**config.mk**
```make
export PLATFORM = sky130hd
export DESIGN_NAME = sync_fifo_flat
export DESIGN_NICKNAME = d
export VERILOG_FILES = /design/src/rtl/sync_fifo_pkg.sv /design/src/rtl/sync_fifo_if.sv /design/src/rtl/sync_fifo_mem.sv /design/src/rtl/sync_fifo.sv /design/src/flat_wrapper.sv
export SDC_FILE = /design/constraint.sdc
export NUM_CORES = 1
export LEC_CHECK = 0
export ABC_AREA = 1
export CORE_MARGIN = 3
export CORE_UTILIZATION = 55
export DETAILED_ROUTE_END_ITERATION = 8
export PLACE_DENSITY = 0.86
export SYNTH_ARGS = -nofsm -noshare
export SYNTH_HDL_FRONTEND = slang
export SYNTH_SLANG_ARGS = --single-unit
```
**constraint.sdc**
```tcl
create_clock -name clk -period 3.7 [get_ports clk]
set_input_delay 0.925 -clock clk [delete_from_list [all_inputs] [get_ports clk]]
set_output_delay 0.925 -clock clk [all_outputs]
set_load 0.005 [all_outputs]
```
**src/rtl/sync_fifo_pkg.sv**
```systemverilog
// -----------------------------------------------------------------------------
// sync_fifo_pkg
// Purpose : Shared constants and helpers for the single-clock FIFO.
//           Default geometry and the pointer-width helper (address bits plus
//           one wrap bit).
// Ports   : none (package)
// Config  : SYNC_FIFO_ERR_FLAGS_EN is consumed by sync_fifo_if / sync_fifo.
// -----------------------------------------------------------------------------
package sync_fifo_pkg;

  localparam int DEPTH_DEF = 8;
  localparam int WIDTH_DEF = 32;

  // Pointer width: enough bits to address DEPTH words, plus a wrap bit that
  // separates "full" from "empty" when the address bits are equal.
  function automatic int ptr_width(input int depth);
    return $clog2(depth) + 1;
  endfunction

endpackage : sync_fifo_pkg

```
**src/rtl/sync_fifo_if.sv**
```systemverilog
// -----------------------------------------------------------------------------
// sync_fifo_if
// Purpose : Producer/consumer side signals of sync_fifo, grouped as one bundle.
// Signals :
//   wrEn      write request (from user)
//   rdEn      read request (from user)
//   dataIn    write data, WIDTH bits (from user)
//   dataOut   registered read data, WIDTH bits (from FIFO)
//   empty     no words stored (from FIFO)
//   full      DEPTH words stored (from FIFO)
//   overflow  sticky, write attempted while full (only with SYNC_FIFO_ERR_FLAGS_EN)
//   underflow sticky, read attempted while empty (only with SYNC_FIFO_ERR_FLAGS_EN)
// Modports: master = user of the FIFO, slave = the FIFO itself.
// -----------------------------------------------------------------------------
interface sync_fifo_if #(
  parameter int WIDTH = sync_fifo_pkg::WIDTH_DEF
);

  logic             wrEn;
  logic             rdEn;
  logic [WIDTH-1:0] dataIn;
  logic [WIDTH-1:0] dataOut;
  logic             empty;
  logic             full;
`ifdef SYNC_FIFO_ERR_FLAGS_EN
  logic             overflow;
  logic             underflow;

  modport master (
    output wrEn, rdEn, dataIn,
    input  dataOut, empty, full, overflow, underflow
  );

  modport slave (
    input  wrEn, rdEn, dataIn,
    output dataOut, empty, full, overflow, underflow
  );
`else
  modport master (
    output wrEn, rdEn, dataIn,
    input  dataOut, empty, full
  );

  modport slave (
    input  wrEn, rdEn, dataIn,
    output dataOut, empty, full
  );
`endif

endinterface : sync_fifo_if

```
**src/rtl/sync_fifo_mem.sv**
```systemverilog
// -----------------------------------------------------------------------------
// sync_fifo_mem
// Purpose : DEPTH x WIDTH register array with one synchronous write port and
//           one read port feeding a registered output.
// Ports   :
//   clk_i     clock
//   rst_i     async active-high reset, clears only the output register
//   wr_en_i   write strobe
//   waddr_i   write address
//   wdata_i   write data
//   rd_en_i   read strobe; rdata_o loads mem[raddr_i] at the edge
//   raddr_i   read address
//   rdata_o   registered read data, holds when rd_en_i is low
// -----------------------------------------------------------------------------
module sync_fifo_mem
  import sync_fifo_pkg::*;
#(
  parameter int DEPTH = DEPTH_DEF,
  parameter int WIDTH = WIDTH_DEF,
  localparam int AW   = $clog2(DEPTH)
) (
  input  logic             clk_i,
  input  logic             rst_i,
  input  logic             wr_en_i,
  input  logic [AW-1:0]    waddr_i,
  input  logic [WIDTH-1:0] wdata_i,
  input  logic             rd_en_i,
  input  logic [AW-1:0]    raddr_i,
  output logic [WIDTH-1:0] rdata_o
);

  logic [WIDTH-1:0] mem_q [DEPTH];
  logic [WIDTH-1:0] rdata_q;

  // Storage is deliberately not reset; the pointers define what is valid.
  always_ff @(posedge clk_i) begin
    if (wr_en_i) begin
      mem_q[waddr_i] <= wdata_i;
    end
  end

  always_ff @(posedge clk_i or posedge rst_i) begin
    if (rst_i) begin
      rdata_q <= '0;
    end else if (rd_en_i) begin
      rdata_q <= mem_q[raddr_i];
    end
  end

  assign rdata_o = rdata_q;

endmodule : sync_fifo_mem

```
**src/rtl/sync_fifo.sv**
```systemverilog
// -----------------------------------------------------------------------------
// sync_fifo
// Purpose : Single-clock FIFO, DEPTH words of WIDTH bits, registered read data
//           with one clock of latency, full/empty decoded from the pointers.
// Ports   :
//   clk   rising-edge clock
//   rstN  asynchronous reset, active-high despite the name
//   bus   sync_fifo_if.slave: wrEn, rdEn, dataIn, dataOut, empty, full
//         (+ overflow, underflow when SYNC_FIFO_ERR_FLAGS_EN is defined)
// Config  : SYNC_FIFO_ERR_FLAGS_EN adds sticky overflow/underflow flags.
// -----------------------------------------------------------------------------
module sync_fifo
  import sync_fifo_pkg::*;
#(
  parameter int DEPTH = DEPTH_DEF,
  parameter int WIDTH = WIDTH_DEF
) (
  input  logic     clk,
  input  logic     rstN,
  sync_fifo_if.slave bus
);

  localparam int PW = ptr_width(DEPTH);
  localparam int AW = PW - 1;
  localparam logic [PW-1:0] PTR_ONE = {{(PW-1){1'b0}}, 1'b1};

  logic [PW-1:0] wptr_q, wptr_d;
  logic [PW-1:0] rptr_q, rptr_d;
  logic          empty;
  logic          full;
  logic          wr_ok;
  logic          rd_ok;

  // Equal pointers: empty. Same slot but different lap: full.
  assign empty = (wptr_q == rptr_q);
  assign full  = (wptr_q[AW] != rptr_q[AW]) && (wptr_q[AW-1:0] == rptr_q[AW-1:0]);

  // Both requests qualify on the pre-edge flags, so a simultaneous
  // read/write on a full FIFO reads only, and on an empty FIFO writes only.
  assign wr_ok = bus.wrEn && !full;
  assign rd_ok = bus.rdEn && !empty;

  always_comb begin
    wptr_d = wptr_q;
    rptr_d = rptr_q;
    if (wr_ok) wptr_d = wptr_q + PTR_ONE;
    if (rd_ok) rptr_d = rptr_q + PTR_ONE;
  end

  always_ff @(posedge clk or posedge rstN) begin
    if (rstN) begin
      wptr_q <= '0;
      rptr_q <= '0;
    end else begin
      wptr_q <= wptr_d;
      rptr_q <= rptr_d;
    end
  end

  sync_fifo_mem #(
    .DEPTH (DEPTH),
    .WIDTH (WIDTH)
  ) u_mem (
    .clk_i   (clk),
    .rst_i   (rstN),
    .wr_en_i (wr_ok),
    .waddr_i (wptr_q[AW-1:0]),
    .wdata_i (bus.dataIn),
    .rd_en_i (rd_ok),
    .raddr_i (rptr_q[AW-1:0]),
    .rdata_o (bus.dataOut)
  );

  assign bus.empty = empty;
  assign bus.full  = full;

`ifdef SYNC_FIFO_ERR_FLAGS_EN
  logic overflow_q, overflow_d;
  logic underflow_q, underflow_d;

  always_comb begin
    overflow_d  = overflow_q  || (bus.wrEn && full);
    underflow_d = underflow_q || (bus.rdEn && empty);
  end

  always_ff @(posedge clk or posedge rstN) begin
    if (rstN) begin
      overflow_q  <= 1'b0;
      underflow_q <= 1'b0;
    end else begin
      overflow_q  <= overflow_d;
      underflow_q <= underflow_d;
    end
  end

  assign bus.overflow  = overflow_q;
  assign bus.underflow = underflow_q;
`endif

endmodule : sync_fifo

```
**src/flat_wrapper.sv**
```systemverilog
// flat-port wrapper written by rule: the top's interface ports become plain ports
module sync_fifo_flat import sync_fifo_pkg::*;
#(
  parameter int DEPTH = DEPTH_DEF,
  parameter int WIDTH = WIDTH_DEF
)
  (clk, rstN, bus_wrEn, bus_rdEn, bus_dataIn, bus_dataOut, bus_empty, bus_full);
  sync_fifo_if #(.WIDTH(WIDTH)) bus_i ();
  input  logic clk;
  input  logic rstN;
  input wire logic [$bits(bus_i.wrEn)-1:0] bus_wrEn;
  input wire logic [$bits(bus_i.rdEn)-1:0] bus_rdEn;
  input wire logic [$bits(bus_i.dataIn)-1:0] bus_dataIn;
  output wire logic [$bits(bus_i.dataOut)-1:0] bus_dataOut;
  output wire logic [$bits(bus_i.empty)-1:0] bus_empty;
  output wire logic [$bits(bus_i.full)-1:0] bus_full;
  assign bus_i.wrEn = bus_wrEn;
  assign bus_i.rdEn = bus_rdEn;
  assign bus_i.dataIn = bus_dataIn;
  assign bus_dataOut = bus_i.dataOut;
  assign bus_empty = bus_i.empty;
  assign bus_full = bus_i.full;
  sync_fifo #(.DEPTH(DEPTH), .WIDTH(WIDTH)) u_core (.clk(clk), .rstN(rstN), .bus(bus_i));
endmodule
```
Yosys cells after proc, flatten, opt, wreduce, memory -nomap -nowiden. Memory sizes are Yosys's and may differ from the RTL's. A register that Yosys moved wholly into a read port is not among the register bits. Cells that the tools add are included.

Memories: 1. Input bits: 36. Output and inout bits: 34. Memory bits (writable): 256. Memory bits (read-only): 0. Latch bits: 0. Register bits after elaboration: 8. Word-level logic and storage cells: 15.

$add $sub $neg: 2. Multipliers: 0. Equal/unequal tests: 3. Divide/modulo/power cells: 0. Multiplexer cells: 2. Reductions and logical operators: 5. Shift-type cells: 0. Bitwise logic cells: 0. $lt $le $gt $ge: 0.

Memory list: u_core.u_mem.mem_q (depth 8, bits a word 32, rd ports 1, clocked after memory_dff 1, wr ports 1, line sync_fifo_mem.sv:32) `logic [WIDTH-1:0] mem_q [DEPTH];`.

Operator list (number): $add A4 B1 Y4 const B (2); $eq A4 B4 Y1 (1); $eq A3 B3 Y1 (1); $logic_and A1 B1 Y1 (3); $logic_not A1 Y1 (2); $mux W1 (2); $ne A1 B1 Y1 (1).

Depth between registers and ports, before layout. Gate-level depths: netlist (run 1).

Word-level depth: 6. Mapped depth: 11. Gate-level depth less buffers: 9.

Cells and area by module. A second synthesis (run 1) with hierarchy kept.

Cell total of the unflattened synthesis: 1208. Area total of the unflattened synthesis: 12488.2 µm².

Modules (own cells, without submodules): sync_fifo_mem (times used 1, area each 11959.0 µm², seq. area each 8488.1 µm², cells an instance 1133); sync_fifo (times used 1, area each 529.3 µm², seq. area each 200.2 µm², cells an instance 75).

Worst setup path before layout (run 1). Ideal clock, no wire load.

Kind: in2reg. Start point: input port bus_wrEn. End point: memory u_core.u_mem.mem_q[0][0] in the netlist's numbering (enable). Required time: 3.279 ns. Library setup time: 0.421 ns. Arrival time: 2.443 ns. Stages: 2. Path buffers: 0. Slack: 0.836 ns. Path through: nand2_1 > nor2_1.

Longest elaborated chain between the ends: 3.

RTL lines: start, declared (line flat_wrapper.sv:11) `input wire logic [$bits(bus_i.wrEn)-1:0] bus_wrEn;`; $logic_and A1 B1 Y1 (line sync_fifo.sv:40) `assign wr_ok = bus.wrEn && !full;`; $mux W1 (line sync_fifo_mem.sv:37) `if (wr_en_i) begin`; $mux W1 (implied by the code) (line sync_fifo_mem.sv:38) `mem_q[waddr_i] <= wdata_i;`; end, declared (line sync_fifo_mem.sv:32).

Every way passes these cells.

Worst setup path in the final report (run 1).
Start point: register u_core.rptr_q[1]. End point: output port bus_full.

Longest elaborated chain between the ends: 2.

RTL lines: start, declared (line sync_fifo.sv:28) `logic [PW-1:0] rptr_q, rptr_d;`; start signal, assigned (line sync_fifo.sv:56) `rptr_q <= rptr_d;`; $eq A3 B3 Y1 (line sync_fifo.sv:36) `assign full = (wptr_q[AW] != rptr_q[AW]) && (wptr_q[AW-1:0] == rptr_q[AW-1:0]);`; $logic_and A1 B1 Y1 (line sync_fifo.sv:36); end, declared (line flat_wrapper.sv:16) `output wire logic [$bits(bus_i.full)-1:0] bus_full;`.

Every way passes these cells.

==> impl_metrics.py, run 1 <==
metrics = {
    "placement": {
        "gp_congestion": 0.7356,
        "numPortBuffers": 69,
        "place_inst": 1681,
        "dp_hpwl_um": 16200,
    },
    "worst_hold_path": {
        "hold_class": "flip-flop to flip-flop",
        "min_to": "u_core.u_mem.rdata_o[14]",
        "hold_start": "u_core.u_mem.rdata_o[14]",
        "hold_depth": 2,
    },
    "routing": {
        "viasPerCell": 5.162,
        "num_vias": 8951,
        "wire_per_inst_um": 16.13,
        "drt_iter0_markers": 973,
        "ant_nets": 0,
        "wl_um": 27980,
        "drc": 0,
        "drt_first_pass_iters": 5,
    },
    "timing": {
        "worstMarginPinSlew_ns": 0.8961,
        "finalSetupTns_ns": 0,
        "skew_ns": 0.007994,
        "min_period_ns": 3.237,
        "setup_viol": 0,
        "relSlewSlack_pct": 40.12,
        "fmax_mhz": 308.9,
        "fin_crit_sh_pct": 87.50,
        "rsz0062_at_grt": "no",
        "hold_viol_final": 0,
        "slew_viol_final": 0,
    },
    "synthesis": {
        "yosysWarnings": 0,
        "synth-edff-count": 256,
        "synth_ff_type": "edfxtp_1",
        "syn_area_mm2": 0.01300,
        "netlist_top_cells_area": "edfxtp_1 (59%), nand2_1 (16%), dfrtp_1 (7.7%)",
        "yosysTopAreaCell": "edfxtp_1",
        "synth_common_cells": "nand2_1 (548), inv_1 (263), edfxtp_1 (256)",
        "syn_inst": 1336,
        "ys_seq_area_share_pct": 66.83,
        "synthArstFlopShare_pct": 13.51,
        "synth_top_area_share_pct": 59.13,
        "synth_nets": 1374,
        "ys_ff_latch": 296,
        "ys_types": 21,
        "synth_most_common_cell": "nand2_1",
        "syn_avg_cell_area_um2": 9.731,
    },
    "global_routing": {
        "grt_pass1_wl_um": 45060,
        "grt_max_degree": 70,
        "grt_pass1_vias": 9202,
        "grt_usage_pct": 21.70,
        "antenna_found_initial": 0,
        "grt.overflow.total": 0,
    },
    "setup_path": {
        "cp.arrival_ns": 2.31,
        "cpPeakStageDelay_ns": 0.49,
        "cp.required_ns": 2.77,
        "cp_cell_sequence": "buf_4 > nand2_1 > nand2_2 > nand4_2 > inv_1 > clkdlybuf4s50_1",
        "r2r_slack_ns": 1.08,
        "critical-path-slowest-cell": "clkdlybuf4s50_1",
        "crit_type": "flip-flop to output port",
        "critPathTopFamily": "buffers and inverters",
        "timing.rr.start": "u_core.rptr_q[0]",
        "end_kind": "output port",
        "start_kind": "flip-flop",
        "path_max_fanout": 30,
        "r2r_cells": 10,
        "path_buf_inv": 3,
        "reg2reg_to": "u_core.u_mem.rdata_o[3]",
    },
    "die": {
        "core_mm2": 0.02292,
        "core.rowCount": 55,
        "start_util_pct": 56.73,
        "die_x_um": 159.8,
        "die_y_um": 159.8,
        "num_io_pins": 70,
        "dieArea_mm2": 0.02552,
    },
    "cts": {
        "postCtsResizedCells": 0,
        "clockBufferDepth": 3,
        "ctsHtreeMaxLevel": 1,
        "cts.sinks": 296,
        "cts_tree": "built",
        "cts_hold_buffers": 0,
        "numCtsBuffers": 29,
        "path_clk_slew_ns": 0.06,
        "cts_setup_buffers": 0,
        "clk-insertion-delay-late_ns": 0.53,
        "clock_tree.root_cell": "clkbuf_16",
    },
    "power": {
        "leakagePower_nw": 6.938,
        "powerDensity_mw_per_mm2": 755.5,
        "vdd_drop_max_mv": 0.6184,
    },
    "finish": {
        "syn_to_final_growth_pct": 14.52,
        "nNetsFinal": 1437,
        "fill_cells": 1579,
        "ff_latch_area_mm2": 0.008693,
        "multi_input_area_mm2": 0.003012,
        "drive_gt1_share_pct": 6.474,
        "antennaDiodeCount": 0,
        "fin_cells": 1734,
    },
    "status": {
        "status": "finished clean",
    },
    "job": {
        "max-cap-violations": 0,
    },
}
[layout make-up]
type / count / area share (%)
Clock buffer: 41 / 5.513
Tap cell: 313 / 2.630
Multi-Input combinational cell: 713 / 20.23
Clock inverter: 12 / 0.7563
Timing Repair Buffer: 90 / 5.697
Sequential cell: 296 / 58.39
Inverter: 269 / 6.790
[placed cells by master, fill, tap and decap left out]
master,instances
inv_1,262
dfrtp_2,1
clkdlybuf4s50_1,69
xnor2_2,1
clkbuf_16,29
nor2_1,1
inv_2,6
dfrtp_1,38
nand3_1,140
ha_1,2
nand4_2,1
inv_6,1
nand2_2,2
bufinv_16,2
nand3b_1,1
dfrtp_4,1
edfxtp_1,256
clkbuf_1,7
clkbuf_8,5
clkinv_2,9
buf_4,21
nor2_2,1
clkinv_1,1
nor2_4,9
nand2_4,3
nand2_1,548
xor2_1,4
[worst min-delay path, cell delays in order (launching register included)]
cell and delay (ns):
dfrtp_1 0.34, nand2_1 0.05, nand2_1 0.05
[how the worst max path moves through the flow]
stage                      from                        end  slack, ns  cells past startpoint
2_1_floorplan          bus_wrEn   u_core.u_mem.mem_q[0][0]       0.84                      2
3_3_place_gp           bus_wrEn  u_core.u_mem.mem_q[1][15]       0.93                      4
3_5_place_dp           bus_wrEn  u_core.u_mem.mem_q[0][14]       0.84                      4
4_1_cts        u_core.rptr_q[1]                   bus_full       0.46                      6
5_1_grt        u_core.rptr_q[1]                   bus_full       0.36                      6
6_report       u_core.rptr_q[1]                   bus_full       0.46                      6
[cell families (layout without fill, tap and decap cells)]
kind of cell | count (synthesis) | in the layout | share of synthesized area [%]
adder cells (fa/ha/maj) | 2 | 2 | 0.1924
XOR/XNOR | 5 | 5 | 0.3946
flip-flops | 296 | 296 | 66.83
buffers and inverters | 327 | 412 | 10.41
AND/OR/NAND/NOR | 706 | 706 | 22.17
[sequential cells by signal, indices dropped and copies added (netlist names)]
name / count
u_core.u_mem.mem_q: 256
u_core.rptr_q: 4
u_core.u_mem.rdata_o: 32
u_core.wptr_q: 4
[power breakdown]
part	internal (mW)	total (mW)	switching, mW	leakage (nW)
logic	1.29	3.86	2.57	3.65
clock network	1.68	2.85	1.17	0.467
registers	4.27	4.54	0.262	2.82
[routing by layer]
layer	vias up	wire [µm]	GRT usage, %
met2	374	14390	39.64
met3	59	1948	2.827
met1	4279	10970	27.17
met5	-	0	0
li1	4239	-	-
met4	0	672	6.168
[stage by stage]
| stage | utilization (%) | area [µm²] | hold WS [ns] | worst slack [ns] | total power [mW] |
|---|---|---|---|---|---|
| floorplan | - | 13000 | 0.4719 | 0.8357 | 7.183 |
| global placement | 60.90 | 13960 | 0.4691 | 0.9337 | 8.199 |
| detailed placement | 60.90 | 13960 | 0.4653 | 0.8446 | 8.383 |
| CTS | 64.97 | 14890 | 0.4817 | 0.4557 | 11.26 |
| global route | 64.97 | 14890 | 0.5016 | 0.3573 | 11.91 |
| finish | 64.97 | 14890 | 0.4766 | 0.4625 | 11.25 |
No activity file was read; power rests on OpenSTA's default activity.
==> run 2, diff against run 1 <==
- CAP_MARGIN: unset -> 5
==> results of run 2 <==
No change in the layout: final DEF, timing and power equal those of run 1.
==> run 3, diff against run 2 <==
--- a/constraint.sdc
+++ b/constraint.sdc
@@ -3,2 +3,2 @@
 set_output_delay 0.925 -clock clk [all_outputs]
-set_load 0.005 [all_outputs]
+set_load 0.02 [all_outputs]
==> run 3 against run 2 <==
  * Cell count is 0.17% higher
  * Combinational power grew 5.4%
  * Largest cell class unchanged
  * Clock skew rose by 0.013 ns
  * Routed wire length increased by 2.0%
  * Critical path depth fell by 2
  * Largest power group unchanged
==> impl_metrics.py, run 3 (same netlist as run 1, synthesis figures left out) <==
metrics = {
    "global_routing": {
        "grt.overflow.total": 0,
        "grt_pass1_wl_um": 46680,
        "grt_pass1_vias": 9346,
        "antenna_found_initial": 0,
        "grt_usage_pct": 22.51,
        "grt_max_degree": 79,
    },
    "setup_path": {
        "critPathTopFamily": "buffers and inverters",
        "r2r_cells": 10,
        "cp.depth": 4,
        "end_kind": "output port",
        "cp.arrival_ns": 2.24,
        "cpPeakStageDelay_ns": 0.60,
        "path_max_fanout": 10,
        "path_buf_inv": 2,
        "start_kind": "flip-flop",
        "cp.required_ns": 2.77,
        "cp_cell_sequence": "xnor2_2 > nand4_2 > inv_1 > clkdlybuf4s50_1",
        "crit_type": "flip-flop to output port",
        "critical-path-slowest-cell": "clkdlybuf4s50_1",
    },
    "cts": {
        "clock_tree.root_cell": "clkbuf_16",
        "numCtsBuffers": 30,
        "clockBufferDepth": 3,
        "cts_tree": "built",
        "ctsHtreeMaxLevel": 1,
        "cts_hold_buffers": 0,
        "cts.sinks": 296,
        "clk-insertion-delay-late_ns": 0.55,
        "cts_setup_buffers": 0,
        "path_clk_slew_ns": 0.06,
        "postCtsResizedCells": 0,
    },
    "power": {
        "pwr-share-seq_pct": 38.5,
        "p_sw_share_pct": 36.27,
        "combPwrFrac_pct": 34.6,
        "leakagePower_nw": 6.994,
        "clkPwrFrac_pct": 26.9,
        "p_int_mw": 7.504,
        "p_sw_mw": 4.270,
        "powerDensity_mw_per_mm2": 784.2,
        "vdd_drop_max_mv": 0.4797,
        "design_power_total_mw": 11.77,
    },
    "timing": {
        "fmax_mhz": 315.7,
        "rsz0062_at_grt": "no",
        "fin_crit_sh_pct": 85.62,
        "relSlewSlack_pct": 37.86,
        "slew_viol_final": 0,
        "finalSetupTns_ns": 0,
        "min_period_ns": 3.168,
        "skew_ns": 0.02111,
        "hold_viol_final": 0,
        "fin_hold_ws_ns": 0.4807,
        "setup_viol": 0,
        "worstMarginPinSlew_ns": 0.9299,
    },
    "job": {
        "max-cap-violations": 0,
    },
    "die": {
        "core_mm2": 0.02292,
        "core.rowCount": 55,
        "num_io_pins": 70,
        "start_util_pct": 56.73,
        "dieArea_mm2": 0.02552,
        "die_y_um": 159.8,
        "die_x_um": 159.8,
    },
    "finish": {
        "nNetsFinal": 1438,
        "drive_gt1_share_pct": 6.671,
        "regMostFlops": "u_core.u_mem.mem_q",
        "antennaDiodeCount": 0,
        "fill_cells": 1592,
        "syn_to_final_growth_pct": 15.48,
        "final_common_cell": "nand2_1",
        "final_cell_mix": "nand2_1 (548), inv_1 (262), edfxtp_1 (256)",
        "multi_input_area_mm2": 0.003012,
        "ff_latch_area_mm2": 0.008693,
        "largest_register_ffs": 256,
    },
    "status": {
        "status": "finished clean",
    },
    "routing": {
        "drt_iter0_markers": 898,
        "drc": 0,
        "wire_per_inst_um": 16.43,
        "drt_first_pass_iters": 6,
        "wl_um": 28540,
        "num_vias": 8935,
        "ant_nets": 0,
        "viasPerCell": 5.144,
    },
    "worst_hold_path": {
        "hold_depth": 2,
        "hold_class": "flip-flop to flip-flop",
    },
    "placement": {
        "numPortBuffers": 69,
        "dp_hpwl_um": 16040,
        "gp_congestion": 0.7441,
    },
}
-- run 3: cell types whose count changed in the layout (fill, tap and decap cells not counted) --
cell       before  now
clkinv_8        0    1
clkinv_2        9    6
clkbuf_16      29   31
clkinv_4        0    1
clkbuf_8        5    6
clkinv_1        1    3
bufinv_16       2    4
inv_6           1    0
clkbuf_1        7    5
-- run 3: per-layer routing --
layer | vias up | track usage [%] | wire, µm
met1 | 4245 | 27.48 | 11030
li1 | 4260 | - | -
met5 | - | 0 | 0
met2 | 363 | 40.94 | 14960
met4 | 0 | 7.998 | 712
met3 | 67 | 3.165 | 1836
-- run 3: final cells by class --
cell class / count / area share, %
repair buffers: 90 / 5.650
multi-input cells: 713 / 20.06
clock inverters: 14 / 1.208
well taps: 313 / 2.608
clock buffers: 42 / 5.842
inverters: 269 / 6.733
flip-flops and latches: 296 / 57.90
-- run 3: worst paths after layout --
check                                               from                        to  slack, ns
worst max-delay path                    u_core.wptr_q[2]                  bus_full       0.53
worst min register to register  u_core.u_mem.rdata_o[24]  u_core.u_mem.rdata_o[24]       0.48
worst max register to register          u_core.rptr_q[0]  u_core.u_mem.rdata_o[11]       1.09
max in group asynchronous                           rstN  u_core.u_mem.rdata_o[14]       2.24
worst min-delay path            u_core.u_mem.rdata_o[24]  u_core.u_mem.rdata_o[24]       0.48
min in group asynchronous                           rstN          u_core.wptr_q[0]       0.72
-- run 3: power by group through the flow --
stage | logic [mW] | clock network, mW | registers [mW]
finish | 4.07 | 3.17 | 4.53
global placement | 3.85 | 0 | 4.56
detailed placement | 4.01 | 0 | 4.58
floorplan | 2.66 | 0 | 4.73
CTS | 4.09 | 3.21 | 4.53
global route | 4.54 | 3.33 | 4.58
-- run 3: metrics by stage --
| step | setup WS [ns] | util, % | instances | cell area (µm²) |
|---|---|---|---|---|
| 2_1_floorplan | 0.8357 | - | 1336 | 13000 |
| 3_3_place_gp | 0.9231 | 60.90 | 1681 | 13960 |
| 3_5_place_dp | 0.8317 | 60.90 | 1681 | 13960 |
| 4_1_cts | 0.5358 | 65.52 | 1737 | 15010 |
| 5_1_grt | 0.4185 | 65.52 | 1737 | 15010 |
| 6_report | 0.5322 | 65.52 | 1737 | 15010 |
-- run 3: worst reg2reg max path, stage by stage (launching register included) --
cell and delay, ns:
dfrtp_4 0.50, clkinv_2 0.06, buf_4 0.54, buf_4 0.76
nand2_1 0.19, nand3_1 0.13, nand2_1 0.08, nand2_1 0.08
nand2_1 0.06, nand2_1 0.06, nand2_1 0.06
